<file path="config.mk">
export PLATFORM = sky130hd
export DESIGN_NAME = pab_mem_ctrl
export DESIGN_NICKNAME = d
export VERILOG_FILES = /design/src/rtl/pab_pkg.sv /design/src/rtl/pab_waitcnt.sv /design/src/rtl/pab_mem_ctrl.sv
export SDC_FILE = /design/constraint.sdc
export NUM_CORES = 1
export LEC_CHECK = 0
export CAP_MARGIN = 0
export CORE_MARGIN = 2
export CORE_UTILIZATION = 30
export CTS_BUF_LIST = sky130_fd_sc_hd__clkbuf_8
export DETAILED_ROUTE_END_ITERATION = 10
export DONT_BUFFER_PORTS = 1
export SYNTH_ARGS = -nofsm -noshare
export SYNTH_HDL_FRONTEND = slang
export SYNTH_HIERARCHICAL = 1
export SYNTH_SLANG_ARGS = --single-unit
</file>
<file path="constraint.sdc">
create_clock -name CLK -period 3.3 [get_ports CLK]
set_input_delay 0.99 -clock CLK [delete_from_list [all_inputs] [get_ports CLK]]
set_output_delay 0.99 -clock CLK [all_outputs]
set_load 0.1 [all_outputs]
</file>
<file path="src/rtl/pab_pkg.sv">
// Shared types for the PAB memory controller: FSM state encoding and operation code.
package pab_pkg;

    typedef enum logic [2:0] {
        ST_IDLE   = 3'd0,
        ST_ACCESS = 3'd1,
        ST_WAIT   = 3'd2,
        ST_RESP   = 3'd3,
        ST_DROP   = 3'd4
    } pab_mc_state_t;

    typedef enum logic {
        OP_READ  = 1'b0,
        OP_WRITE = 1'b1
    } pab_op_t;

    // Wide enough for the largest wait-state load value (15).
    localparam int WCNT_W = 4;

endpackage

</file>
<file path="src/rtl/pab_waitcnt.sv">
// Wait-state down-counter: loads a start value, decrements to zero and flags zero.
module pab_waitcnt
    import pab_pkg::*;
#(
    parameter int W = WCNT_W
) (
    input  logic         clk,
    input  logic         res,
    input  logic         load,
    input  logic [W-1:0] load_val,
    input  logic         dec,
    output logic [W-1:0] count,
    output logic         zero
);

    logic [W-1:0] cnt_q;

    // NOTE: state registers use non-blocking (<=) so every flop samples pre-edge values.
    always_ff @(posedge clk) begin
        if (res) begin
            cnt_q <= '0;
        end else if (load) begin
            cnt_q <= load_val;
        end else if (dec && (cnt_q != '0)) begin
            cnt_q <= cnt_q - 1'b1;
        end
    end

    assign count = cnt_q;
    assign zero  = (cnt_q == '0);

endmodule

</file>
<file path="src/rtl/pab_mem_ctrl.sv">
// PAB-to-synchronous-RAM controller: one request at a time, fixed-latency response.
// Optional address range checking is enabled with the PAB_RANGE_CHECK_EN macro.
module pab_mem_ctrl
    import pab_pkg::*;
#(
    parameter int AW          = 12,
    parameter int WAIT_CYCLES = 1
) (
    input  logic          CLK,
    input  logic          RES,
    input  logic          PAB_VALID,
    input  logic          PAB_RD,
    input  logic          PAB_WR,
    input  logic [31:0]   PAB_ADDR,
    input  logic [31:0]   PAB_DATA,
    input  logic [3:0]    PAB_BE,
    output logic          MEM_READY,
    output logic          MEM_VALID,
    output logic [31:0]   MEM_DATA,
    output logic          RAM_EN,
    output logic [3:0]    RAM_WE,
    output logic [AW-1:0] RAM_ADDR,
    output logic [31:0]   RAM_WDATA,
    input  logic [31:0]   RAM_RDATA,
    output logic          ERR
);

    localparam logic [WCNT_W-1:0] WAIT_LOAD = WCNT_W'(WAIT_CYCLES - 1);

    pab_mc_state_t     state, next_state;
    pab_op_t           op_q;
    logic [AW-1:0]     addr_q;
    logic [31:0]       data_q;
    logic [3:0]        be_q;
    logic              oor_q;
    logic              err_q;
    logic [31:0]       mem_data_q;
    logic              accept;
    logic              out_of_range;
    logic              ram_en;
    logic [WCNT_W-1:0] wait_count;
    logic              wait_zero;

    assign accept = PAB_VALID && (PAB_RD || PAB_WR);

`ifdef PAB_RANGE_CHECK_EN
    assign out_of_range = |PAB_ADDR[31:AW+2];
    logic unused_addr;
    assign unused_addr = ^PAB_ADDR[1:0];
`else
    // Upper address bits are dropped, so the RAM aliases modulo 2^AW words.
    assign out_of_range = 1'b0;
    logic unused_addr;
    assign unused_addr = ^{PAB_ADDR[31:AW+2], PAB_ADDR[1:0]};
`endif

    pab_waitcnt #(
        .W(WCNT_W)
    ) u_waitcnt (
        .clk      (CLK),
        .res      (RES),
        .load     (state == ST_ACCESS),
        .load_val (WAIT_LOAD),
        .dec      (state == ST_WAIT),
        .count    (wait_count),
        .zero     (wait_zero)
    );

    always_ff @(posedge CLK) begin
        if (RES) begin
            state      <= ST_IDLE;
            op_q       <= OP_READ;
            addr_q     <= '0;
            data_q     <= '0;
            be_q       <= '0;
            oor_q      <= 1'b0;
            err_q      <= 1'b0;
            mem_data_q <= '0;
        end else begin
            state <= next_state;
            if ((state == ST_IDLE) && accept) begin
                op_q   <= PAB_WR ? OP_WRITE : OP_READ;
                addr_q <= PAB_ADDR[AW+1:2];
                data_q <= PAB_DATA;
                be_q   <= PAB_BE;
                oor_q  <= out_of_range;
                if (out_of_range) begin
                    err_q <= 1'b1;
                end
            end
            // RAM read data is valid during the first wait cycle only.
            if ((state == ST_WAIT) && (wait_count == WAIT_LOAD)) begin
                mem_data_q <= ((op_q == OP_READ) && !oor_q) ? RAM_RDATA : '0;
            end
        end
    end

    // NOTE: assign next_state before the case so no path leaves it unassigned (no latch).
    always_comb begin
        next_state = state;
        unique case (state)
            ST_IDLE:   if (accept)     next_state = ST_ACCESS;
            ST_ACCESS:                 next_state = ST_WAIT;
            ST_WAIT:   if (wait_zero)  next_state = ST_RESP;
            ST_RESP:                   next_state = ST_DROP;
            ST_DROP:   if (!PAB_VALID) next_state = ST_IDLE;
            default:                   next_state = ST_IDLE;
        endcase
    end

    // Strobes are also gated by RES so an aborted access never reaches the RAM.
    assign ram_en    = (state == ST_ACCESS) && !oor_q && !RES;
    assign RAM_EN    = ram_en;
    assign RAM_WE    = (ram_en && (op_q == OP_WRITE)) ? be_q : 4'b0000;
    assign RAM_ADDR  = addr_q;
    assign RAM_WDATA = data_q;
    assign MEM_READY = (state == ST_IDLE);
    assign MEM_VALID = (state == ST_RESP) && !RES;
    assign MEM_DATA  = mem_data_q;
    assign ERR       = err_q;

endmodule

</file>
==> flow_summary_export.csv, run 1 <==
group,metric,value,unit
clock_network,postCtsSetupBuffers,0,
timing,maxSlewViolCount,0,
die,die_y,119.2,um
synthesis,yosysMostFrequentCell,"nand2b_1",
timing,slew_headroom,33.14,%
synthesis,synth_area,0.003979,mm2
cells_and_area,utilization,33.32,%
routing,ant_nets,0,
clock_network,clk-insertion-delay-late,0.37,ns
clock_network,max-clock-path-buffers,2,
routing,drc,0,
setup_path,startpoint,"RES",
synthesis,synth_area_per_cell,9.496,um2
synthesis,synth_common_cells,"nand2b_1, dfxtp_1, mux2i_1, nand4_1, o21ai_0",
synthesis,ys.flop_type,"dfxtp_1",
timing,hold_violations,0,
setup_path,cp-start-kind,"input pin",
routing,first_pass_iters,4,
die,num_rows,42,
timing,rsz0062_at_grt,"false",
setup_path,cp_max_fo,141,
setup_path,cp-endpoint,"RAM_WE[2]",
synthesis,yosysUniqueCellTypes,39,
placed_design,gp_congestion,0.7244,
synthesis,ys_seq_elements,88,
timing,tns,0,ns
setup_path,worstPathArrival,1.92,ns
synthesis,synthTopCellsByArea,"dfxtp_1, nand2b_1, mux2i_1",
grt,grt_pass1_vias,2705,
setup_path,crit_required,2.31,ns
power,p_per_area,669.4,mW/mm2
routing,post_drt_wl_per_cell,15.56,um
die,initial_utilization,30.41,%
placed_design,port_buffers,0,
synthesis,synth_top_cell_by_area,"dfxtp_1",
power,vdd_drop_max,0.2423,mV
timing,fin_crit_sh,88.33,%
synthesis,synth_top_area_share,44.28,%
routing,wl,9.227,mm
routing,via_count,2849,
die,fp.coreArea,0.01309,mm2
die,chipWidth,119.2,um
timing,holdWs,0.4722,ns
synthesis,synthArstFlopShare,0,%
placed_design,hpwl,6.125,mm
timing,fin_skew,0.008332,ns
grt,antenna_found_initial,0,
cells_and_area,final_nets,518,
status,status,"finished clean",
die,io_pins,189,
synthesis,synth_warnings,6,
grt,grt-ovfl-total,0,
cells_and_area,n_fill_cell,1328,
grt,grt_start_max_net_pins,142,
clock_network,htreeDepth,3,
run,max-cap-violations,0,
routing,drt_iter0_markers,221,
cells_and_area,diodes,0,
min_path,hold_class,"reg -> reg",
setup_path,end_kind,"primary output",
cells_and_area,synthToLayoutAreaGrowth,9.591,%
timing,fmax,343.1,MHz
clock_network,ctsResizeCount,0,
setup_path,r2r_start,"state[1]$_SDFFE_PP0P_",
setup_path,timing.rr.end,"u_waitcnt/count[3]$_SDFFE_PP0P_",
clock_network,cts_buffers,9,
clock_network,cts_root_buf,"clkbuf_8",
synthesis,syn_inst,419,
grt,grt_pass1_wl,14.33,mm
clock_network,path_clk_slew,0.08,ns
setup_path,r2r_cells,4,
cells_and_area,drive_above_1_share,10.55,%
clock_network,ctsHoldBuffers,0,
synthesis,seq_area_frac_synth,44.28,%
power,power_leakage,1.526,nW
timing,setup_viol,0,
setup_path,ff2ff_setup_slack,1.37,ns
timing,worst_pin_slew,1.002,ns
routing,viasPerCell,4.804,
synthesis,synth_edf_count,0,
clock_network,clock-sinks,88,
grt,grt_use_total,12.78,%
clock_network,cts_tree,"built",
die,die-area,0.01420,mm2
setup_path,critPathKind,"in -> out",
timing,period_needed,2.915,ns
[worst min-delay path by stage]
stage / from / to / slack, ns / depth (start not counted)
global route: be_q[1]$_SDFFE_PP0P_ / be_q[1]$_SDFFE_PP0P_ / 0.49 / 2
detailed placement: be_q[2]$_SDFFE_PP0P_ / be_q[2]$_SDFFE_PP0P_ / 0.46 / 2
floorplan: be_q[0]$_SDFFE_PP0P_ / be_q[0]$_SDFFE_PP0P_ / 0.44 / 2
CTS: be_q[1]$_SDFFE_PP0P_ / be_q[1]$_SDFFE_PP0P_ / 0.48 / 2
global placement: be_q[0]$_SDFFE_PP0P_ / be_q[0]$_SDFFE_PP0P_ / 0.46 / 2
finish: be_q[1]$_SDFFE_PP0P_ / be_q[1]$_SDFFE_PP0P_ / 0.47 / 2
[cell families (layout without fill, tap and decap cells)]
logic type	after synthesis	after routing	share of synthesized area (%)
AOI/OAI and AO/OA	41	41	6.164
xor gates and xnor gates	1	1	0.2202
adders and majority gates	1	1	0.3144
buffers and inverters	40	34	4.685
DFF	88	88	44.28
muxes	50	50	12.58
other	1	5	0.09425
and+or+nand+nor	197	197	31.67
[sequential cells by signal, summed over array words and instances, names as in the netlist]
name,cells
state,3
RAM_ADDR,12
op_q,1
u_waitcnt/count,4
MEM_DATA,32
RAM_WDATA,32
be_q,4
[critical path, stage by stage]
cell     delay (ns)
nor2_1         0.15
and4b_1        0.31
and2_2         0.17
buf_4          0.28
[power by group]
group	leakage [nW]	switching (mW)	internal (mW)
registers	0.718	0.650	1.16
clock network	0.0899	0.396	0.267
logic	0.718	0.269	0.180
total	1.53	1.32	1.60
[through the flow]
stage	cells	power (mW)	setup WS [ns]	cell area, um2
CTS	593	2.955	0.3952	4360
global placement	577	2.262	0.4444	4197
detailed placement	577	2.281	0.3952	4197
finish	593	2.919	0.3850	4360
global route	593	3.051	0.3399	4360
floorplan	423	2.190	0.05791	4006
[layer usage]
metal	up-vias	wire length [um]	global-route usage (%)
met5	-	0	0
met4	0	318	8.036
met3	21	641	4.119
met2	111	4340	19.65
met1	1323	3926	15.39
li1	1394	-	-
[placed cells by master (no fill, tap or decap), types with 2 or more instances in the layout]
master / synthesis / routed
nand2b_1: 130 / 130
dfxtp_1: 88 / 88
mux2i_1: 50 / 50
nand4_1: 32 / 32
o21ai_0: 32 / 32
buf_4: 4 / 13
clkbuf_8: 0 / 9
nor2_1: 8 / 7
conb_1: 1 / 5
inv_1: 4 / 5
and2_2: 0 / 4
nand2_1: 4 / 4
clkinv_2: 0 / 4
nor4_4: 1 / 2
o21ai_1: 2 / 2
nor3_1: 3 / 2
a311oi_1: 2 / 2
[cell type report]
cell class	count	area, um2	share of cell area (%)
sequential	88	1762	40.40
clock inverter	7	40.04	0.9182
inverter	4	15.01	0.3443
multi-input combinational	295	2082	47.75
clock buffer	9	123.9	2.841
timing repair buffer	14	117.6	2.697
tap	176	220.2	5.050
No activity file was read; power rests on OpenSTA's default activity.
==> run 2: changes to the inputs <==
--- a/config.mk
+++ b/config.mk
@@ -5,6 +5,7 @@
 export SDC_FILE = /design/constraint.sdc
 export NUM_CORES = 1
 export LEC_CHECK = 0
+export ABC_AREA = 1
 export CAP_MARGIN = 0
 export CORE_MARGIN = 2
 export CORE_UTILIZATION = 30
==> constraint.sdc (replaced) <==
create_clock -name CLK -period 3.3 [get_ports CLK]
set_input_delay 0.99 -clock CLK [delete_from_list [all_inputs] [get_ports CLK]]
set_output_delay 0.99 -clock CLK [all_outputs]
set_load 0.05 [all_outputs]
==> run 2 against run 1 <==
Net effect:
- via count increased by 19%
- power increased by 27%
- clock power increased by 19%
- clock skew decreased by 0.0019 ns
==> flow_summary_export.csv, run 2 <==
group,metric,value,unit
power,p_per_area,847.8,mW/mm2
synthesis,ys.flop_type,"dfxtp_1",
clock_network,ctsHoldBuffers,0,
timing,fin_crit_sh,79.27,%
clock_network,clock-sinks,88,
setup_path,crit_required,2.31,ns
cells_and_area,final_nets,719,
routing,viasPerCell,4.286,
synthesis,synthArstFlopShare,0,%
routing,drc,0,
grt,grt_use_total,13.57,%
setup_path,cpMostUsedCell,"nor2_2",
clock_network,path_clk_slew,0.09,ns
die,initial_utilization,30.86,%
clock_network,cts_buffers,9,
setup_path,worstPathArrival,1.63,ns
cells_and_area,final_cell_mix,"nand2_1, nor2_1, dfxtp_1",
clock_network,htreeDepth,3,
run,max-cap-violations,0,
power,p_sw,1.705,mW
clock_network,clk-insertion-delay-late,0.36,ns
min_path,hold_class,"reg -> reg",
clock_network,ctsResizeCount,0,
timing,fmax,382.3,MHz
power,combPwrFrac,25.3,%
synthesis,synthTopCellsByArea,"dfxtp_1, nor2_1, nand2_1",
status,status,"finished clean",
routing,post_drt_wl_per_cell,11.88,um
synthesis,yosysUniqueCellTypes,28,
setup_path,crit_chain,"nor2_2 -> nand2_1 -> nor2_2 -> buf_12",
power,internal_power,2.006,mW
power,seqPwrFrac,53.4,%
timing,fin_skew,0.006438,ns
synthesis,synth_edf_count,0,
synthesis,synth_area,0.003910,mm2
routing,ant_nets,0,
grt,grt_start_max_net_pins,35,
setup_path,end_kind,"primary output",
setup_path,cp_slowest_cell,"nand2_1",
grt,grt_pass1_vias,2937,
synthesis,seq_area_frac_synth,45.06,%
timing,period_needed,2.616,ns
clock_network,cts_root_buf,"clkbuf_8",
die,die-area,0.01396,mm2
setup_path,cp_max_fo,7,
clock_network,cts_tree,"built",
cells_and_area,synthToLayoutAreaGrowth,11.94,%
power,vdd_drop_max,0.3551,mV
clock_network,postCtsSetupBuffers,0,
die,io_pins,189,
setup_path,cp_slowest_stage_delay,0.19,ns
timing,setup_viol,0,
timing,tns,0,ns
synthesis,yosysMostFrequentCell,"nor2_1",
placed_design,gp_congestion,0.7579,
timing,worst_pin_slew,0.9540,ns
cells_and_area,final_common_cell,"nand2_1",
die,die_y,118.2,um
routing,via_count,3382,
die,fp.coreArea,0.01267,mm2
power,swShare,45.94,%
synthesis,syn_inst,609,
synthesis,synth_common_cells,"nor2_1, nand2_1, dfxtp_1, inv_1, nand3_1",
cells_and_area,diodes,0,
die,num_rows,41,
placed_design,hpwl,6.643,mm
synthesis,synth_warnings,6,
timing,rsz0062_at_grt,"false",
power,power,3.711,mW
setup_path,critPathKind,"in -> out",
synthesis,ys_seq_elements,88,
synthesis,synth_top_area_share,45.06,%
setup_path,cp-start-kind,"input pin",
routing,drt_iter0_markers,144,
grt,antenna_found_initial,0,
grt,grt_pass1_wl,15.10,mm
placed_design,port_buffers,0,
routing,first_pass_iters,5,
timing,holdWs,0.4876,ns
grt,grt-ovfl-total,0,
timing,maxSlewViolCount,0,
synthesis,synth_top_cell_by_area,"dfxtp_1",
routing,wl,9.376,mm
clock_network,max-clock-path-buffers,2,
power,power_leakage,2.165,nW
timing,slew_headroom,36.33,%
power,clkPwrFrac,21.3,%
die,chipWidth,118.2,um
synthesis,synth_area_per_cell,6.420,um2
timing,hold_violations,0,
cells_and_area,drive_above_1_share,8.590,%
==> run 2: logic make-up (layout without fill, tap and decap cells) <==
group / after synthesis / count (layout) / synth area share (%)
and+or+nand+nor: 407 / 407 / 41.57
buffers and inverters: 102 / 106 / 11.46
DFF: 88 / 88 / 45.06
AOI/OAI and AO/OA: 9 / 9 / 1.280
adders and majority gates: 1 / 1 / 0.3199
other: 1 / 5 / 0.09591
xor gates and xnor gates: 1 / 1 / 0.2240
==> run 2: metal layers <==
layer  part of all wire (%)  routed length [um]  GRT usage (%)  up-vias
met5                      0                   0              0        -
met4                    2.8                 260          7.003        0
met3                    8.9                 834          5.840       18
met2                     45                4173          20.52      106
met1                     44                4107          16.30     1468
li1                       -                   -              -     1790
==> run 2: area by class of cell <==
cell class              count  area [um2]
fillers                  1436        8294
clock buffers               9       123.9
clock inverters             6       77.57
multi-input cells         423        1730
repair buffers             20       200.2
flip-flops and latches     88        1762
well taps                 172       215.2
inverters                  71       267.8
==> run 2: power groups by stage <==
stage | Clock, mW | Sequential, mW | Combinational [mW]
after floorplan | 0 | 1.96 | 0.790
after global placement | 0 | 2.01 | 0.939
after detailed placement | 0 | 2.01 | 0.953
after CTS | 0.833 | 1.99 | 0.953
after global routing | 0.875 | 2.01 | 1.10
final | 0.789 | 1.98 | 0.940
==> run 2: final timing paths <==
path / from / endpoint / slack (ns) / depth (start not counted)
max: RES / RAM_WE[0] / 0.68 / 4
min: be_q[3]$_SDFFE_PP0P_ / be_q[3]$_SDFFE_PP0P_ / 0.49 / 2
max reg2reg: state[2]$_SDFFE_PP0P_ / RAM_WDATA[20]$_SDFFE_PP0P_ / 1.67 / 7
min reg2reg: be_q[3]$_SDFFE_PP0P_ / be_q[3]$_SDFFE_PP0P_ / 0.49 / 2
==> run 2: critical path: cells and delay by family <==
kind | cells | cell delay, ns
AND/OR/NAND/NOR | 3 | 0.48
buffers and inverters | 1 | 0.15
==> run 2: stage by stage <==
| stage | setup WS, ns | cell area (um2) | instances | utilization (%) |
|---|---|---|---|---|
| 5_1_grt | 0.5100 | 4377 | 789 | 34.54 |
| 6_report | 0.6842 | 4377 | 789 | 34.54 |
| 3_5_place_dp | 0.6716 | 4175 | 774 | 32.95 |
| 4_1_cts | 0.6282 | 4377 | 789 | 34.54 |
| 2_1_floorplan | 0.1487 | 3938 | 613 | - |
| 3_3_place_gp | 0.6697 | 4175 | 774 | 32.95 |
